**src/rtl/muldiv_sequencer.sv**
```systemverilog
// Iterative multiply/divide unit with its own sequencer and the architectural
// HI/LO registers. It accepts MULT/MULTU/DIV/DIVU from execute and computes
// one bit per falling clock edge. It also services MTHI/MTLO and requests a
// pipeline stall while a HI/LO consumer or another mul/div arrives mid-operation.
//
// Ports:
//   i_clk          clock; state updates on the falling edge
//   i_rst          asynchronous active-high reset
//   i_start        mul/div instruction in execute this cycle
//   i_op           00 MULTU, 01 MULT, 10 DIVU, 11 DIV
//   i_dato_a/b     rs/rt operands (post-forwarding)
//   i_hilo_rd      MFHI/MFLO present in decode
//   i_hilo_wr      bit1 MTHI, bit0 MTLO
//   i_hilo_wdata   MTHI/MTLO data
//   o_busy         operation in progress
//   o_stall        pipeline freeze request (combinational)
//   o_done         one-cycle pulse after HI/LO are written by an operation
//   o_div_zero     valid with o_done; the divisor was zero
//   o_hi/o_lo      HI/LO registers
module muldiv_sequencer #(
  parameter int LEN   = 32,
  parameter int NB_OP = 2
) (
  input  logic             i_clk,
  input  logic             i_rst,
  input  logic             i_start,
  input  logic [NB_OP-1:0] i_op,
  input  logic [LEN-1:0]   i_dato_a,
  input  logic [LEN-1:0]   i_dato_b,
  input  logic             i_hilo_rd,
  input  logic [1:0]       i_hilo_wr,
  input  logic [LEN-1:0]   i_hilo_wdata,
  output logic             o_busy,
  output logic             o_stall,
  output logic             o_done,
  output logic             o_div_zero,
  output logic [LEN-1:0]   o_hi,
  output logic [LEN-1:0]   o_lo
);

  localparam int CW = (LEN > 1) ? $clog2(LEN) : 1;

  typedef enum logic [1:0] {IDLE, RUN, FIX} state_t;

  state_t             r_state;
  logic [2*LEN-1:0]   r_acc;    // mul: {partial product, multiplier}; div: {remainder, quotient}
  logic [LEN-1:0]     r_opd;    // multiplicand or divisor magnitude
  logic [CW-1:0]      r_cnt;
  logic               r_div;
  logic               r_neg_q;  // negate product / quotient
  logic               r_neg_r;  // negate remainder (dividend sign)
  logic               r_dz;

  // Operand magnitudes at start
  logic               w_a_neg, w_b_neg;
  logic [LEN-1:0]     w_a_mag, w_b_mag;

  assign w_a_neg = i_op[0] & i_dato_a[LEN-1];
  assign w_b_neg = i_op[0] & i_dato_b[LEN-1];
  assign w_a_mag = w_a_neg ? -i_dato_a : i_dato_a;
  assign w_b_mag = w_b_neg ? -i_dato_b : i_dato_b;

  // Shift-add multiply step: add the multiplicand into the upper half when
  // the multiplier LSB is set, then shift the whole accumulator right.
  logic [LEN:0]       w_mul_sum;
  logic [2*LEN-1:0]   w_mul_next;

  assign w_mul_sum  = {1'b0, r_acc[2*LEN-1:LEN]} + (r_acc[0] ? {1'b0, r_opd} : '0);
  assign w_mul_next = {w_mul_sum, r_acc[LEN-1:1]};

  // Restoring divide step: shift the next dividend bit into the partial
  // remainder and subtract the divisor if it fits.
  logic [LEN:0]       w_shift;
  logic               w_fits;
  logic [LEN-1:0]     w_sub;
  logic [2*LEN-1:0]   w_div_next;

  assign w_shift    = {r_acc[2*LEN-1:LEN], r_acc[LEN-1]};
  assign w_fits     = w_shift >= {1'b0, r_opd};
  assign w_sub      = w_shift[LEN-1:0] - r_opd;
  assign w_div_next = {(w_fits ? w_sub : w_shift[LEN-1:0]), r_acc[LEN-2:0], w_fits};

  // Sign correction applied on the FIX edge
  logic [2*LEN-1:0]   w_prod;
  logic [LEN-1:0]     w_quo, w_rem;

  assign w_prod = r_neg_q ? -r_acc : r_acc;
  assign w_quo  = r_neg_q ? -r_acc[LEN-1:0] : r_acc[LEN-1:0];
  assign w_rem  = r_neg_r ? -r_acc[2*LEN-1:LEN] : r_acc[2*LEN-1:LEN];

  assign o_stall = o_busy & (i_hilo_rd | i_start);

  always_ff @(negedge i_clk or posedge i_rst) begin
    if (i_rst) begin
      r_state    <= IDLE;
      r_acc      <= '0;
      r_opd      <= '0;
      r_cnt      <= '0;
      r_div      <= 1'b0;
      r_neg_q    <= 1'b0;
      r_neg_r    <= 1'b0;
      r_dz       <= 1'b0;
      o_busy     <= 1'b0;
      o_done     <= 1'b0;
      o_div_zero <= 1'b0;
      o_hi       <= '0;
      o_lo       <= '0;
    end else begin
      o_done     <= 1'b0;
      o_div_zero <= 1'b0;
      case (r_state)
        IDLE: begin
          if (i_start) begin
            r_div   <= i_op[1];
            r_neg_q <= w_a_neg ^ w_b_neg;
            r_neg_r <= i_op[1] & w_a_neg;
            r_dz    <= i_op[1] & (i_dato_b == '0);
            r_acc   <= {{LEN{1'b0}}, (i_op[1] ? w_a_mag : w_b_mag)};
            r_opd   <= i_op[1] ? w_b_mag : w_a_mag;
            r_cnt   <= '0;
            o_busy  <= 1'b1;
            r_state <= RUN;
          end else begin
            if (i_hilo_wr[1]) o_hi <= i_hilo_wdata;
            if (i_hilo_wr[0]) o_lo <= i_hilo_wdata;
          end
        end
        RUN: begin
          r_acc <= r_div ? w_div_next : w_mul_next;
          r_cnt <= r_cnt + 1'b1;
          if (r_cnt == CW'(LEN - 1)) begin
            r_cnt   <= '0;
            r_state <= FIX;
          end
        end
        FIX: begin
          if (r_div) begin
            // Divide by zero leaves the dividend as remainder naturally;
            // only the quotient needs forcing.
            o_hi <= w_rem;
            o_lo <= r_dz ? '1 : w_quo;
          end else begin
            {o_hi, o_lo} <= w_prod;
          end
          o_done     <= 1'b1;
          o_div_zero <= r_dz;
          o_busy     <= 1'b0;
          r_state    <= IDLE;
        end
        default: r_state <= IDLE;
      endcase
    end
  end

endmodule

```
**config.mk**
```make
export PLATFORM = sky130hd
export DESIGN_NAME = muldiv_sequencer
export DESIGN_NICKNAME = d
export VERILOG_FILES = /design/src/rtl/muldiv_sequencer.sv
export SDC_FILE = /design/constraint.sdc
export NUM_CORES = 1
export LEC_CHECK = 0
export BUFFER_PORTS_ARGS = -buffer_cell sky130_fd_sc_hd__buf_2
export CAP_MARGIN = 30
export CORE_AREA = 5 5 188 190
export DETAILED_ROUTE_END_ITERATION = 7
export DIE_AREA = 0 0 193 195
export SLEW_MARGIN = 10
export SYNTH_ARGS = -nofsm -noshare
export SYNTH_HDL_FRONTEND = slang
export SYNTH_SLANG_ARGS = --single-unit
```
**constraint.sdc**
```tcl
create_clock -name i_clk -period 6 [get_ports i_clk]
set_clock_uncertainty 0.1 [all_clocks]
set_input_delay 0.9 -clock i_clk [delete_from_list [all_inputs] [get_ports i_clk]]
set_output_delay 0.9 -clock i_clk [all_outputs]
set_load 0.01 [all_outputs]
```
==> flow_summary.yaml <==
placement:
  post-place-cells: 2558
  placed_cell_area_um2: 17010
  dp_hpwl_um: 42360
  io_buffers: 171
  place.gp.congestion: 0.9343
cts:
  clock-sinks: 174
  hold_buffers: 0
  cts_tree: "yes"
  cts.htree.levels: 4
  clockRootBuffer: "clkbuf_16"
  numCtsBuffers: 17
  clkLatencyLatePin_ns: 0.41
  clkSlewWorstSetupHoldPaths_ns: 0.06
  cts_max_path_buffers: 2
detailed_routing:
  antenna_left: 0
  post-route-drc-count: 0
  first_pass_iters: 5
  dr_total_vias: 15257
  vias_per_cell: 5.879
  drt_wl_total_um: 54390
  drt_first_iter_violations: 1236
  wl_per_cell_um: 20.96
synthesis:
  postSynthAreaPerCell_um2: 7.772
  synth_cells: 1946
  syn_area_um2: 15120
  ys.flop_type: "dfrtn_1"
  syn_nets: 2122
  ys_types: 81
  yosys_warnings: 0
  synth_top_area_cell: "dfrtn_1"
  yosysMostFrequentCell: "nor2_1"
  synth-seq-cells: 174
  synth.area.top_cells: "dfrtn_1 29%, o21ai_0 6.8%, a21oi_1 5.9%"
  synth_edf_count: 0
  netlist_top_cells_count: "214 x nor2_1, 211 x nand2_1, 207 x o21ai_0"
  yosysSeqAreaShare: 0.2879
  async_flop_share: 1.000
  synth_top_cell_area_share: 0.2879
critical_path:
  cp_data_arrival_time_ns: 3.31
  slowest_stage: "or4_4"
  crit_buf_inv: 2
  critPathCaptureType: "flop"
  required_ns: 3.16
  crit_path_max_fanout: 4
  worst-setup-path-type: "input port to flop"
  cp_top_family: "simple AND/OR/NAND/NOR gates"
  path_cells: "buf_6 -> or4_4 -> or4_4 -> nand2b_4 -> nor4b_4 -> nor4b_4 -> buf_4 -> a21oi_2 -> xnor2_2 -> o31ai_1 -> o22a_1"
  cp-start-kind: "input port"
  crit_path_max_incr_delay_ns: 0.52
global_route:
  overflow: 0
  grt_max_degree: 111
  grt_pass1_wl_um: 83500
  grt.total_usage: 0.2818
  grt_antenna_before_repair: 0
  grt_pass1_vias: 14605
die:
  num_io_pins: 172
  die_h_um: 195
  rows: 67
  die_area_um2: 37640
  coreArea_um2: 33280
  die_w_um: 193
  start_util: 0.4545
power_and_ir_drop:
  p_per_area_nw_per_um2: 566.3
  leakagePower_nw: 7.982
  vdd_drop_max_uv: 261.3
cells_and_area:
  area_growth_pct: 17.72
  stdcell_count: 2595
  antenna_cells: 0
  nets: 2310
  stdcell_area_um2: 17800
  drive_gt1_frac: 0.1826
run_status:
  status: "finished, violations left"
  violations: "setup timing"
sta:
  hold_viol: 0
  setup_ws_ns: -0.1448
  drv_slew: 0
  holdWs_ns: 0.3215
  slew_headroom: 0.4177
  worstMarginPinSlew_ns: 0.8714
  finalSetupViolations: 9
  rsz0062_at_grt: "yes"
job:
  maxCapViolCount: 0
hold_path:
  hold_class: "flop to flop"
## cell type report
type	count	area [um^2]
Clock buffer	20	446.7
Clock inverter	12	128.9
Inverter	59	225.2
Tap cell	448	560.5
Timing Repair Buffer	291	1884
Multi-Input combinational cell	1591	10200
Sequential cell	174	4354
Fill cell	3363	15480
## per-stage QoR
step / power (W) / TNS (ns) / utilization / worst slack (ns)
after global placement: 0.008700 / -12.17 / 0.5110 / -0.5613
after global routing: 0.01091 / -2.610 / 0.5350 / -0.2667
after CTS: 0.009957 / -1.099 / 0.5305 / -0.1529
after detailed placement: 0.008777 / -13.48 / 0.5110 / -0.5929
final: 0.01008 / -0.8237 / 0.5350 / -0.1448
after floorplan: 0.006928 / -21.21 / - / -0.3453
## per-layer routing
metal,GRT usage,vias to the layer above,part of all wire
met5,0,-,0
met4,0.09782,0,0.036
met3,0.03661,73,0.065
li1,-,7393,-
met2,0.4377,523,0.44
met1,0.4040,7268,0.46
## cells by family after synthesis
kind of cell,synth area share
AOI/OAI and AO/OA,0.2643
xor gates and xnor gates,0.1012
adders and majority gates,0.06056
buffers and inverters,0.04906
DFF,0.2879
muxes,0.03168
and+or+nand+nor,0.2053
## worst paths after layout
| check | startpoint | to | slack (ns) | depth (start not counted) |
|---|---|---|---|---|
| worst max register to register | r_acc[0]$_DFFE_NP0P_ | r_acc[57]$_DFFE_NP0P_ | 1.62 | 12 |
| worst min-delay path | o_lo[16]$_DFFE_NP0P_ | o_lo[16]$_DFFE_NP0P_ | 0.32 | 2 |
| min in group asynchronous | i_rst | o_lo[10]$_DFFE_NP0P_ | 3.41 | 3 |
| worst min register to register | o_lo[16]$_DFFE_NP0P_ | o_lo[16]$_DFFE_NP0P_ | 0.32 | 2 |
| worst max-delay path | i_dato_b[13] | r_acc[30]$_DFFE_NP0P_ | -0.14 | 11 |
| max in group asynchronous | i_rst | o_hi[20]$_DFFE_NP0P_ | 1.88 | 3 |
## tightest hold or removal path: stages (launching register included)
cell and delay [ns]:
dfrtn_1 0.40, nand2_1 0.04, o21ai_0 0.06
## where the power goes
group / total (W) / switching [W] / internal, W
sequential: 0.00249 / 0.000792 / 0.00170
combinational: 0.00644 / 0.00376 / 0.00268
clock: 0.00115 / 0.000554 / 0.000596
total: 0.0101 / 0.00510 / 0.00498
## repair_timing
action,in CTS,in global routing
pin swaps,13,17
gates cloned,0,0
setup endpoints to repair,13,23
setup buffers,2,2
gates resized for setup,11,18
## state kept, by name (all words and copies together), names as in the netlist
register	flops
r_neg_r	1
r_state	2
o_busy	1
o_div_zero	1
r_cnt	5
o_done	1
o_hi	32
r_opd	32
r_div	1
r_acc	64
o_lo	32
r_dz	1
r_neg_q	1
## layout by cell type, fill, tap and decap left out, types with 6 or more instances in the layout
master	count
o221ai_1	8
a221o_1	11
buf_2	169
o41ai_1	15
dfrtn_1	174
inv_1	57
a21o_1	41
or2_2	14
o211ai_1	12
a21oi_1	177
xor2_1	75
nor2b_1	17
nand2b_1	16
nor2_1	212
clkbuf_16	17
buf_12	8
nand2_1	210
nand3_1	22
or3_1	21
o21ai_0	198
o21a_1	10
nor4_1	14
ha_1	70
a221oi_1	9
a211oi_1	18
a32o_1	6
nand4_1	11
buf_4	109
nor3_1	23
or4_1	11
and2_1	13
xnor2_1	95
o31ai_1	29
o21ai_1	13
mux2i_1	40
a31oi_1	18
o22ai_1	31
and3_1	23
Power figures use the tool's default switching activity.
